--- src/rtl/cypher_sum_display.sv ---
// cypher_sum_display
// Converts the cypher detector's binary sum to four BCD digits using a
// sequential shift-add-3 (double-dabble) engine, then drives four
// seven-segment displays from the registered digits with optional
// leading-zero blanking. Re-converts whenever `sum` changes.

module cypher_sum_display #(
    parameter int SUM_W          = 10,
    parameter bit BLANK_LEADING  = 1'b1,
    parameter bit SEG_ACTIVE_LOW = 1'b1
) (
    input  logic             clock,
    input  logic             reset,
    input  logic [SUM_W-1:0] sum,
    output logic [15:0]      bcd,
    output logic [6:0]       hex0,
    output logic [6:0]       hex1,
    output logic [6:0]       hex2,
    output logic [6:0]       hex3,
    output logic             valid,
    output logic             busy,
    output logic             done
);

    // Scratch holds {bcd field, binary field}; the binary field shifts into the BCD field.
    localparam int SCR_W = 16 + SUM_W;
    localparam int CNT_W = $clog2(SUM_W + 1);

    // Active-low pattern with every segment dark.
    localparam logic [6:0] SEG_BLANK = 7'b1111111;

    typedef enum logic [1:0] {
        ST_IDLE,
        ST_CONVERT,
        ST_DONE
    } state_t;

    state_t             state;
    state_t             state_next;
    logic [SUM_W-1:0]   sum_q;
    logic [SCR_W-1:0]   scratch;
    logic [SCR_W-1:0]   scratch_adj;
    logic [SCR_W-1:0]   scratch_shift;
    logic [CNT_W-1:0]   cnt;
    logic               start;
    logic               last_iter;

    // A new conversion begins on a changed input, or unconditionally until the first result exists.
    assign start     = (state == ST_IDLE) && ((sum != sum_q) || !valid);
    assign last_iter = (cnt == CNT_W'(SUM_W - 1));

    // Active-low seven-segment pattern {g,f,e,d,c,b,a}; non-decimal nibbles go dark.
    function automatic logic [6:0] seg7(input logic [3:0] digit);
        logic [6:0] pat;
        case (digit)
            4'd0:    pat = 7'b1000000;
            4'd1:    pat = 7'b1111001;
            4'd2:    pat = 7'b0100100;
            4'd3:    pat = 7'b0110000;
            4'd4:    pat = 7'b0011001;
            4'd5:    pat = 7'b0010010;
            4'd6:    pat = 7'b0000010;
            4'd7:    pat = 7'b1111000;
            4'd8:    pat = 7'b0000000;
            4'd9:    pat = 7'b0010000;
            default: pat = SEG_BLANK;
        endcase
        return pat;
    endfunction

    // State register.
    always_ff @(posedge clock or posedge reset) begin
        if (reset) begin
            state <= ST_IDLE;
        end else begin
            state <= state_next;
        end
    end

    // Next-state logic: one load cycle, SUM_W shift cycles, one publish cycle.
    always_comb begin
        state_next = state;
        case (state)
            ST_IDLE:    if (start) state_next = ST_CONVERT;
            ST_CONVERT: if (last_iter) state_next = ST_DONE;
            ST_DONE:    state_next = ST_IDLE;
            default:    state_next = ST_IDLE;
        endcase
    end

    // One double-dabble iteration: add 3 to each BCD nibble >= 5, then shift left.
    always_comb begin
        scratch_adj = scratch;
        for (int i = 0; i < 4; i++) begin
            if (scratch[SUM_W + 4*i +: 4] >= 4'd5) begin
                scratch_adj[SUM_W + 4*i +: 4] = scratch[SUM_W + 4*i +: 4] + 4'd3;
            end
        end
        scratch_shift = scratch_adj << 1;
    end

    // Datapath and status registers; bcd only changes in the publish cycle, so no partial value escapes.
    // NOTE: all sequential state uses non-blocking assignments so every register samples pre-edge values.
    always_ff @(posedge clock or posedge reset) begin
        if (reset) begin
            sum_q   <= '0;
            scratch <= '0;
            cnt     <= '0;
            bcd     <= '0;
            valid   <= 1'b0;
            busy    <= 1'b0;
            done    <= 1'b0;
        end else begin
            done <= 1'b0;
            case (state)
                ST_IDLE: begin
                    if (start) begin
                        sum_q   <= sum;
                        scratch <= {16'b0, sum};
                        cnt     <= '0;
                        busy    <= 1'b1;
                    end
                end
                ST_CONVERT: begin
                    scratch <= scratch_shift;
                    cnt     <= cnt + CNT_W'(1);
                end
                ST_DONE: begin
                    bcd   <= scratch[SCR_W-1 -: 16];
                    valid <= 1'b1;
                    busy  <= 1'b0;
                    done  <= 1'b1;
                end
                default: ;
            endcase
        end
    end

    // Segment decode from the registered digits, with leading-zero blanking and polarity select.
    always_comb begin
        logic [3:0] d3, d2, d1, d0;
        logic       blank3, blank2, blank1, blank0;
        logic [6:0] raw3, raw2, raw1, raw0;

        d3 = bcd[15:12];
        d2 = bcd[11:8];
        d1 = bcd[7:4];
        d0 = bcd[3:0];

        blank3 = !valid || (BLANK_LEADING && (d3 == 4'd0));
        blank2 = !valid || (BLANK_LEADING && (d3 == 4'd0) && (d2 == 4'd0));
        blank1 = !valid || (BLANK_LEADING && (d3 == 4'd0) && (d2 == 4'd0) && (d1 == 4'd0));
        blank0 = !valid;

        raw3 = blank3 ? SEG_BLANK : seg7(d3);
        raw2 = blank2 ? SEG_BLANK : seg7(d2);
        raw1 = blank1 ? SEG_BLANK : seg7(d1);
        raw0 = blank0 ? SEG_BLANK : seg7(d0);

        hex3 = SEG_ACTIVE_LOW ? raw3 : ~raw3;
        hex2 = SEG_ACTIVE_LOW ? raw2 : ~raw2;
        hex1 = SEG_ACTIVE_LOW ? raw1 : ~raw1;
        hex0 = SEG_ACTIVE_LOW ? raw0 : ~raw0;
    end

endmodule
--- config.mk ---
export PLATFORM = sky130hd
export DESIGN_NAME = cypher_sum_display
export DESIGN_NICKNAME = d
export VERILOG_FILES = /design/src/rtl/cypher_sum_display.sv
export SDC_FILE = /design/constraint.sdc
export NUM_CORES = 1
export LEC_CHECK = 0
export CAP_MARGIN = 20
export CORE_MARGIN = 1.5
export CORE_UTILIZATION = 54
export CTS_CLUSTER_DIAMETER = 100
export DETAILED_ROUTE_END_ITERATION = 10
export PLACE_DENSITY_LB_ADDON = 0.12
export SLEW_MARGIN = 20
export SYNTH_ARGS = -nofsm -noshare
export SYNTH_HDL_FRONTEND = slang
export SYNTH_SLANG_ARGS = --single-unit
--- constraint.sdc ---
create_clock -name clock -period 2.4 [get_ports clock]
set_clock_uncertainty 0.2 [all_clocks]
set_input_delay 0.48 -clock clock [delete_from_list [all_inputs] [get_ports clock]]
set_output_delay 0.48 -clock clock [all_outputs]
set_load 0.05 [all_outputs]
* After elaboration in Yosys (flattened, before gate mapping)
Memories as Yosys holds them, arrays and structs flattened.
Cells that the tools add are included.
** Storage, ports and cells
- Memory bits (read-only) :: 448
- Memories :: 4
- Logic and storage cells :: 63
- Output and inout port bits :: 47
- Bits in registers :: 61
** Memory list
- (no name shown) :: depth 16, bits a word 7, read ports 1, clocked after Yosys merged registers in 0, write ports 0, line 55 : case (digit)
- (no name shown) :: depth 16, bits a word 7, read ports 1, clocked after Yosys merged registers in 0, write ports 0, line 55
- (no name shown) :: depth 16, bits a word 7, read ports 1, clocked after Yosys merged registers in 0, write ports 0, line 55
- (no name shown) :: depth 16, bits a word 7, read ports 1, clocked after Yosys merged registers in 0, write ports 0, line 55
** Operators by class
- Equality and inequality tests :: 6
- $add $sub $neg :: 5
- Reduce and logical (&&, ||, !) cells :: 18
- Order comparisons :: 4
- Muxes and demuxes :: 18
** Operators by type and width (count)
- $pmux 26 s2 :: 1
- $mux 7 :: 4
- $mux 26 :: 1
- $ge 4x3->1 const B :: 4
- $mux 4 :: 4
- $add 4x2->4 const B :: 3
- $logic_not 4->1 :: 3
- $ne 10x10->1 :: 1
- $pmux 4 s2 :: 1
- $reduce_and 2->1 :: 4
- $add 4x1->4 const B :: 1
- $eq 4x4->1 const B :: 1
- $logic_or 1x1->1 :: 4
- $mux 2 :: 2
- $ne 2x2->1 const B :: 2
- $pmux 2 s2 :: 1
- $reduce_bool 2->1 :: 2
- $add 3x2->3 const B :: 1
- $logic_and 1x1->1 :: 3
- $mux 3 :: 1
- $eq 2x1->1 const B :: 1
- $eq 2x2->1 const B :: 1
- $logic_not 2->1 :: 1
- $mux 1 :: 2
- other kinds (2) :: 2

* Depth between registers and ports, before layout
Gate-level depths: netlist of the first run.
- Depth after elaboration :: 5
- Mapped depth :: 7
- Mapped depth without buffers :: 7

* Worst setup path after synthesis of the first run
No wires, ideal clock.
- Path kind :: flip-flop to output port
- From :: reg bcd[13]
- To :: out hex1[6]
- Required time :: 1720 ps
- Slack :: -1419 ps
- Arrival time :: 3139 ps
- Stages on the path, launching flop included :: 7
- Cells stage by stage :: dfrtp_1 > inv_1 > ha_1 > nand4_1 > nor2_1 > nor3_1 > o311ai_0
** Between the ends
- Longest elaborated chain between the ends :: 5
** RTL lines
- from (decl) :: line 15 : output logic [15:0] bcd,
- from (signal assigned) :: line 129 : bcd <= scratch[SCR_W-1 -: 16];
- $logic_not 4->1 :: line 152 : blank1 = !valid || (BLANK_LEADING && (d3 == 4'd0) && (d2 == 4'd0) && (d1 == 4'd0));
- $logic_and 1x1->1 (2 in series) :: line 152
- $logic_or 1x1->1 :: line 152
- $mux 7 :: line 157 : raw1 = blank1 ? SEG_BLANK : seg7(d1);
- to (decl) :: line 17 : output logic [6:0] hex1,
No other way between the ends.

* Worst setup path after layout of the first run
- From :: reg bcd[12]
- To :: out hex1[0]
Same word-level chain as after synthesis.

==> run summary, run 1 <==
Outcome: complete, but fails checks
Failing checks: setup timing
Site row count: 30
Grt ovf: 0
IO buf count: 58
Number of synthesized flops with an enable pin: 0
Slew headroom: 0.661
Final net count: 543
Post-DR wirelength/cell: 15.3 um
Clk pin slew, worst setup/hold paths: 0.07 ns
Setup-failing EPs final: 19
Hold WC Path Type: input pin to async pin
Finished Core Util: 0.812
R2r setup slk: 0.33 ns
Vias in the first global route: 3120
Largest cells by area after synthesis: dfrtp_1 (40%), ha_1 (9.9%), o21ai_0 (5.9%)
GP Congestion: 0.852
WHS: 0.286 ns
Area Growth Syn to Fin: 45.5%
Maximum root-to-sink buffer count: 2
Post-synth cell types: 47
CP Capture Type: output pin
Final non-filler cell total: 602
Synthesized area: 3790 sq um
Post-DP HPWL: 5.88 mm
Met2 Routed Length: 4.66 mm
H-tree depth: 3
Top cells by count, synth: dfrtp_1 (61), o21ai_0 (45), nand2_1 (41)
Layout fillers: 401
Met3 WL post-DR: 380 um
Asr flop ratio synth: 1.00
Tot GR Track Use: 0.240
Final period util: 1.09
Most numerous cell in the Yosys netlist: dfrtp_1
Final setup margin: -0.225 ns
First-pass GRT wire length: 14.1 mm
Core area: 6790 sq um
Critical Path RT: 1.72 ns
Syn Area/Cell: 9.29 sq um
YS warnings: 0
Layout cells sized above 1: 0.372
RSZ-0062 raised after global routing: yes
F_max: 381 MHz
Pin count of the biggest net entering global routing: 62
Final Critical Period: 2.63 ns
Worst path cell trace: inv_4, ha_4, nand4_1, o31a_1, o21ai_4, or2_4, buf_12
Total Routed Length: 9.18 mm
Worst Setup Start Kind: flip-flop
Sequential share of the synthesized area: 0.403
Final slew viol count: 0
Synth Flop Type: dfrtp_1
Flops & latches, synth: 61
Post-synth top area share: 0.403
Crit path DAT: 1.95 ns
Top sig layer: met4
1st-pass router iterations: 4
Die width: 86.8 um
Initial antenna violation count: 0
Slew @ Worst Pin: 0.507 ns
Post-DRT Antenna Nets: 0
Cells after Synth: 408
Clk root buf: clkbuf_8
Final hold violation count: 0
CP max-delay cell: dfrtp_2
Via count: 3314
Post-Route Setup TNS: -2.33 ns
Setup CP Type: flip-flop to output pin
DR vias/cell: 5.50
Num CTS Buffers: 9
Die Y: 86.8 um
ANT cells: 0
Clk_lat worst skew: 0.34 ns
Net Count, Synth: 450
CTS tree: yes
DIE AREA: 7530 sq um
Crit-path max FO: 5
IO Pins: 59
Clk sink count: 61
DRC viols: 0
Post-synth top area cell: dfrtp_1
DP Cell Count: 572
DRT met1 WL: 3.96 mm
# Max-Cap Violations: 0
CP peak stage delay: 0.43 ns
Starting utilization of the core area: 0.558
Drt initial violations: 222
-- layer usage --
metal  track usage  up-vias
met2         0.403       90
met1         0.306     1611
met3        0.0505       15
li1              -     1598
met5             0        -
met4        0.0836        0
-- worst paths after layout --
check	start	to	cells past startpoint
min in group clock	scratch[0]$_DFFE_PP0P_	scratch[0]$_DFFE_PP0P_	1
max in group asynchronous	reset	bcd[8]$_DFFE_PP0P_	3
hold / removal	reset	bcd[0]$_DFFE_PP0P_	3
hold reg to reg	scratch[0]$_DFFE_PP0P_	scratch[0]$_DFFE_PP0P_	1
setup reg to reg	sum_q[6]$_DFFE_PP0P_	sum_q[6]$_DFFE_PP0P_	5
setup / recovery	bcd[12]$_DFFE_PP0P_	hex1[0]	7
-- repair_timing --
| action | in CTS | in global routing |
|---|---|---|
| pin swaps | 7 | 10 |
| resized for setup | 30 | 38 |
| buffers inserted | 8 | 7 |
| cloned | 0 | 1 |
| setup endpoints to repair | 24 | 47 |
| hold buffers | 0 | 0 |
-- critical path, delay by kind of cell, from the launching register on --
kind                       cells  cell delay [ns]
adders and majority gates      1             0.14
buffers and inverters          2             0.19
and+or+nand+nor                2             0.31
AOI/OAI and AO/OA              2             0.54
DFF                            1             0.43
-- flip-flops by register name (all words and copies together), names as in the netlist --
register and count:
scratch 26, bcd 16, sum_q 10, cnt 4, state 2, busy 1
done 1, valid 1
-- kinds of logic (layout without fill, tap and decap cells) --
group,Yosys count,count (layout),synth area share
AO/OA/AOI/OAI,118,118,0.203
AND/OR/NAND/NOR,117,118,0.152
flip-flops,61,61,0.403
buffers and inverters,50,147,0.0565
adder cells (fa/ha/maj),30,30,0.0990
multiplexers,18,18,0.0532
XOR/XNOR,14,14,0.0343
-- layout make-up --
| type | instances | area [sq um] | share of cell area |
|---|---|---|---|
| inverters | 29 | 116 | 0.0211 |
| multi-input cells | 298 | 2380 | 0.432 |
| clock buffers | 15 | 176 | 0.0320 |
| clock inverters | 1 | 30.0 | 0.00544 |
| well taps | 96 | 120 | 0.0218 |
| repair buffers | 102 | 1150 | 0.209 |
| flip-flops and latches | 61 | 1540 | 0.279 |
-- metrics by stage --
stage | setup WS [ns] | cell area (sq um)
detailed placement | -0.259 | 4970
CTS | -0.226 | 5330
global placement | -0.239 | 4970
floorplan | -0.196 | 3950
global route | -0.288 | 5520
finish | -0.225 | 5520
-- layout by cell type (no fill, tap or decap), types with 4 or more instances in the layout --
master and instances:
dfrtp_1 52, buf_4 46, nand2_1 36, nor2_1 28
o21ai_0 28, ha_1 26, a21oi_1 25, buf_12 22
clkdlybuf4s50_1 21, inv_1 20, mux2_2 17, a22o_1 14
xnor2_1 13, clkbuf_8 12, nor2b_1 10, nand2b_1 9
o21ai_2 9, o221a_2 9, dfrtp_2 9, nand2_4 6
inv_2 6, o21ai_4 6, buf_6 5, o2bb2ai_1 4
a21o_4 4
Power of run 1 is not shown: default switching activity piles up to over one toggle a cycle in this logic, so the estimate is an artifact.
==> inputs of run 2 (changes only) <==
--- a/config.mk
+++ b/config.mk
@@ -11,6 +11,7 @@
 export CTS_CLUSTER_DIAMETER = 100
 export DETAILED_ROUTE_END_ITERATION = 10
 export PLACE_DENSITY_LB_ADDON = 0.12
+export SETUP_SLACK_MARGIN = 0.15
 export SLEW_MARGIN = 20
 export SYNTH_ARGS = -nofsm -noshare
 export SYNTH_HDL_FRONTEND = slang
==> run 2 against run 1 <==
Against the previous run:
- the run still ends with setup timing left
- critical path depth is 1 higher
- via count is 3.0% higher
- first-iteration DRC count is 12% lower
- critical path type unchanged
- largest cell class unchanged
==> run summary, run 2 (same netlist as run 1, synthesis figures left out) <==
Die width: 86.8 um
Worst Setup Start Kind: flip-flop
Final hold violation count: 0
Drt initial violations: 196
Final setup margin: -0.294 ns
Starting utilization of the core area: 0.558
Layout cells sized above 1: 0.445
Post-DP HPWL: 5.77 mm
Die Y: 86.8 um
Slew headroom: 0.596
# Max-Cap Violations: 0
Layout fillers: 382
Post-Route Setup TNS: -2.37 ns
Initial antenna violation count: 0
1st-pass router iterations: 4
Area Growth Syn to Fin: 49.4%
Met3 WL post-DR: 321 um
Worst path cell trace: inv_4, ha_4, nand4_1, buf_4, nor2_2, nor3_2, o311ai_4, buf_12
Clk root buf: clkbuf_8
First-pass GRT wire length: 14.0 mm
GP Congestion: 0.789
Pin count of the biggest net entering global routing: 62
CTS tree: yes
Clk pin slew, worst setup/hold paths: 0.07 ns
DRT met1 WL: 4.35 mm
Met2 Routed Length: 4.92 mm
IO buf count: 58
R2r setup slk: 0.35 ns
DIE AREA: 7530 sq um
Num CTS Buffers: 9
Maximum root-to-sink buffer count: 2
Endpoint, Worst Hold: scratch[0]$_DFFE_PP0P_
Slew @ Worst Pin: 0.604 ns
F_max: 371 MHz
Hold Path Origin: scratch[0]$_DFFE_PP0P_
Failing checks: setup timing
Setup-failing EPs final: 19
R2R Path Start: sum_q[0]$_DFFE_PP0P_
Clk sink count: 61
Clk_lat worst skew: 0.34 ns
Top sig layer: met4
Total Routed Length: 9.85 mm
Vias in the first global route: 2981
RSZ-0062 raised after global routing: yes
ANT cells: 0
Critical Path RT: 1.72 ns
Sequential Area: 1550 sq um
CP max-delay cell: dfrtp_2
Reg2reg path depth: 5
Tot GR Track Use: 0.239
Final non-filler cell total: 608
Outcome: complete, but fails checks
Core area: 6790 sq um
Final slew viol count: 0
FF-to-FF End: sum_q[2]$_DFFE_PP0P_
Post-CTS Hold Fix Bufs: 0
Post-DRT Antenna Nets: 0
Bufs and invs on worst path: 3
Via count: 3413
DR vias/cell: 5.61
Largest regs: scratch (26), bcd (16), sum_q (10)
CP Capture Type: output pin
IO Pins: 59
Largest Register: scratch
Worst hold stages: 1
Max FFs per register: 26
Crit path DAT: 2.01 ns
Grt ovf: 0
Post-DR wirelength/cell: 16.2 um
Hold WC Path Type: flip-flop to flip-flop
Final period util: 1.12
DP Cell Count: 572
Crit path max-delay family: buffers and inverters
Setup CP Type: flip-flop to output pin
DRC viols: 0
H-tree depth: 3
CP peak stage delay: 0.43 ns
Crit-path max FO: 3
Final net count: 549
Site row count: 30
Final Critical Period: 2.69 ns
Multi-input gate area: 2580 sq um
Most frequent cells in the layout: dfrtp_1 (45), buf_4 (45), nand2_1 (32), o21ai_0 (27), nor2_1 (26)
## run 2: final cells by class
type,count,share of cell area
clock inverter,2,0.00177
sequential,61,0.273
inverter,29,0.0214
clock buffer,14,0.0270
timing repair buffer,108,0.200
tap,96,0.0212
multi-input combinational,298,0.456
## run 2: what timing repair did
action | in CTS | in global routing
setup buffers | 12 | 7
endpoints found under the setup margin | 53 | 66
gates resized for setup | 81 | 40
pin swaps | 14 | 14
cloned | 1 | 0
endpoints found under the hold margin | 0 | 0
## run 2: layer usage
metal | vias to the layer above | track usage
li1 | 1632 | -
met1 | 1666 | 0.322
met2 | 90 | 0.378
met3 | 25 | 0.0543
met4 | 0 | 0.0894
met5 | - | 0
## run 2: metrics by stage
step | hold WS, ns | util | worst slack, ns | instance area [sq um]
detailed placement | 0.286 | 0.725 | -0.223 | 4920
finish | 0.306 | 0.833 | -0.294 | 5660
global placement | 0.281 | 0.725 | -0.228 | 4920
floorplan | 0.268 | - | -0.0121 | 4040
global route | 0.318 | 0.833 | -0.367 | 5660
CTS | 0.300 | 0.796 | -0.233 | 5410
## run 2: worst max path at each step
stage                   startpoint            endpoint  slack [ns]  cells after the start
2_1_floorplan   bcd[8]$_DFFE_PP0P_             hex1[6]       -0.01                      6
3_3_place_gp                sum[6]  cnt[0]$_DFFE_PP0P_       -0.23                      7
3_5_place_dp                sum[6]  cnt[0]$_DFFE_PP0P_       -0.22                      7
4_1_cts         bcd[8]$_DFFE_PP0P_             hex1[0]       -0.23                      7
5_1_grt         bcd[4]$_DFFE_PP0P_             hex1[0]       -0.37                      7
6_report       bcd[13]$_DFFE_PP0P_             hex1[6]       -0.29                      8
## run 2: worst register-to-register path, stage by stage (launching register included)
cell     delay [ns]
dfrtp_1        0.41
xnor2_2        0.19
nand3_1        0.12
or4_4          0.57
nand2_8        0.13
mux2_2         0.33
Power of run 2 is left out for the same reason.
==> patch (settings of run 1) <==
Set the parameter `SUM_W` to 5 (it was 10).
--- a/src/rtl/cypher_sum_display.sv
+++ b/src/rtl/cypher_sum_display.sv
@@ -7,3 +7,3 @@
 module cypher_sum_display #(
-    parameter int SUM_W          = 10,
+    parameter int SUM_W          = 5,
     parameter bit BLANK_LEADING  = 1'b1,
Interface: changed (resized sum); port bits go from 59 to 54. The function was not compared with the original's and may differ.
==> patch against run 1 <==
- the flow still finishes with violations (setup timing)
- synthesized cell count down 12%
- die area decreased by 13%
- sequential cell count fell by 11
- area after synthesis is 14% lower
- worst hold slack lost 0.0054 ns
- setup slack gained 0.045 ns
- cell area down 15%
- critical path depth down 1
- non-clock buffer count down 15
- routed wire length shrank 17%
- critical path type unchanged
- critical endpoint is now hex1[6]
Power is not shown: default switching activity piles up to over one toggle a cycle in this logic, so the estimate is an artifact.
==> patch: results (changes against run 1) <==
INFO  run_status     status=complete, but fails checks
INFO  run_status     failing_checks=setup timing
INFO  clocking       worst_setup_hold_path_clk_slew=0.09ns [+0.02 ns]
INFO  layout         post_route_cells_drive_above_1_share=33.5% [-3.7 points]
INFO  global_route   grt_start_max_net_pins=34 [-45%]
INFO  setup_path     cp-startpoint=bcd[13]$_DFFE_PP0P_
INFO  global_route   grt.met3_usage=3.48% [-1.6 points]
INFO  logic_synthesis ys_seq_area_share=38.3% [-2.0 points]
INFO  drt            m1WireLength=3290microns [-17%]
INFO  logic_synthesis synth_net_count=398 [-12%]
INFO  setup_path     slowest_stage=sky130_fd_sc_hd__o311a_4
INFO  logic_synthesis synth.cells.most_frequent=sky130_fd_sc_hd__nand2_1, sky130_fd_sc_hd__dfrtp_1, sky130_fd_sc_hd__o21ai_0
INFO  global_route   globalRouteMet1Util=31.9% [+1.3 points]
INFO  layout         top_regs=scratch x21, bcd x16, sum_q x5
INFO  clocking       htree_num_levels=2 [-1]
INFO  drt            number_of_optimization_iterations_in_the_first_detailed_route_pass=6 [+2]
INFO  sta            max_slew.worst_pin.slew=0.512ns [+0.00458 ns]
INFO  placed_design  placement.io_buffers=53 [-8.6%]
INFO  global_route   grt_use_total=24.6% [+0.65 points]
INFO  setup_path     r2r_slack=0.37ns [+0.04 ns]
INFO  drt            wl_per_cell=14.8microns [-3.0%]
INFO  drt            wl_met2=3940microns [-15%]
INFO  setup_path     timing.rr.end=sum_q[0]$_DFFE_PP0P_
INFO  setup_path     crit-reg2reg-launch=valid$_DFFE_PP0P_
INFO  setup_path     worstSetupEndpoint=hex1[6]
INFO  sta            setup_ws=-0.180ns [+0.0454 ns]
INFO  sta            setup_violations=13 [-6]
INFO  logic_synthesis count_leader_synth=sky130_fd_sc_hd__nand2_1
INFO  drt            met3WireLength=328microns [-14%]
INFO  setup_path     cp.arrival=1.90ns [-0.05 ns]
INFO  global_route   gr-usage-met2=44.0% [+3.7 points]
INFO  setup_path     reg2regPathDepth=4 [-1]
INFO  placed_design  place_hpwl=5330microns [-9.2%]
INFO  global_route   grt_first_pass_wirelength=12700microns [-10%]
INFO  clocking       cts-buffers-inserted=5 [-4]
INFO  logic_synthesis post_synth_main_area_contributors=sky130_fd_sc_hd__dfrtp_1, sky130_fd_sc_hd__ha_1, sky130_fd_sc_hd__nand2_1
INFO  global_route   via_count_of_the_first_global_routing_pass=2725 [-13%]
INFO  drt            drt_iter0_drc=125 [-44%]
INFO  layout         final_nets=478 [-12%]
INFO  drt            post_drt_via_cell_ratio=5.59 [+1.6%]
INFO  setup_path     critical_path.max_fanout=4 [-1]
## patch: changes by cell type after synthesis, sizes merged, moves of 6 or more
cell    before  now
mux2i        1    8
a21oi       29   23
o221a        9    0
nand2       42   56
nor2b       11    2
mux2        17   10
nor2        31   24
xnor2       14    8
dfrtp       61   50
o21ai       45   39
clkbuf      16   10
## patch: worst min path at each step
| stage | start | endpoint | slack, ns | cells past startpoint |
|---|---|---|---|---|
| after floorplan | scratch[0]$_DFFE_PP0P_ | scratch[0]$_DFFE_PP0P_ | 0.26 | 1 |
| after global placement | busy$_DFFE_PP0P_ | busy$_DFFE_PP0P_ | 0.28 | 1 |
| after detailed placement | busy$_DFFE_PP0P_ | busy$_DFFE_PP0P_ | 0.28 | 1 |
| after CTS | reset | bcd[0]$_DFFE_PP0P_ | 0.29 | 2 |
| after global routing | reset | bcd[1]$_DFFE_PP0P_ | 0.32 | 2 |
| final | reset | bcd[1]$_DFFE_PP0P_ | 0.28 | 2 |
## patch: through the flow
| stage | hold WS, ns | std cells | setup WS, ns | TNS, ns | area [sq um] |
|---|---|---|---|---|---|
| CTS | 0.290 | 516 | -0.186 | -1.37 | 4590 |
| floorplan | 0.257 | 361 | -0.0478 | -0.177 | 3430 |
| global placement | 0.285 | 499 | 0.0923 | 0 | 4340 |
| finish | 0.280 | 517 | -0.180 | -1.44 | 4660 |
| global route | 0.321 | 517 | -0.246 | -2.37 | 4660 |
| detailed placement | 0.277 | 499 | 0.0396 | 0 | 4340 |
## patch: logic make-up (layout without fill, tap and decap cells)
| family | after synthesis | in the layout | synth area share, % |
|---|---|---|---|
| AND/OR/NAND/NOR | 113 | 113 | 15.6 |
| XOR/XNOR | 11 | 11 | 3.63 |
| flip-flops | 50 | 50 | 38.3 |
| adder cells (fa/ha/maj) | 30 | 30 | 11.5 |
| multiplexers | 18 | 18 | 5.89 |
| buffers and inverters | 41 | 122 | 5.01 |
| AO/OA/AOI/OAI | 98 | 98 | 20.1 |
## patch: area by class of cell
type	count	area (sq um)
clock buffer	5	68.8
clock inverter	3	40.0
fill	364	1220
inverter	27	101
multi-input combinational	270	2120
sequential	50	1260
tap	75	93.8
timing repair buffer	87	981
## patch: repair_timing
action | 4_1_cts | 5_1_grt
endpoints found under the setup margin | 15 | 23
pin swaps | 5 | 4
hold buffers | 0 | 0
buffers inserted | 9 | 1
gates resized for setup | 15 | 19
## patch: worst reg2reg max path, cell delays in order, from the launching register on
cell	delay [ns]
sky130_fd_sc_hd__dfrtp_1	0.63
sky130_fd_sc_hd__buf_4	0.29
sky130_fd_sc_hd__nand3_2	0.16
sky130_fd_sc_hd__o21a_1	0.32
sky130_fd_sc_hd__mux2_2	0.31
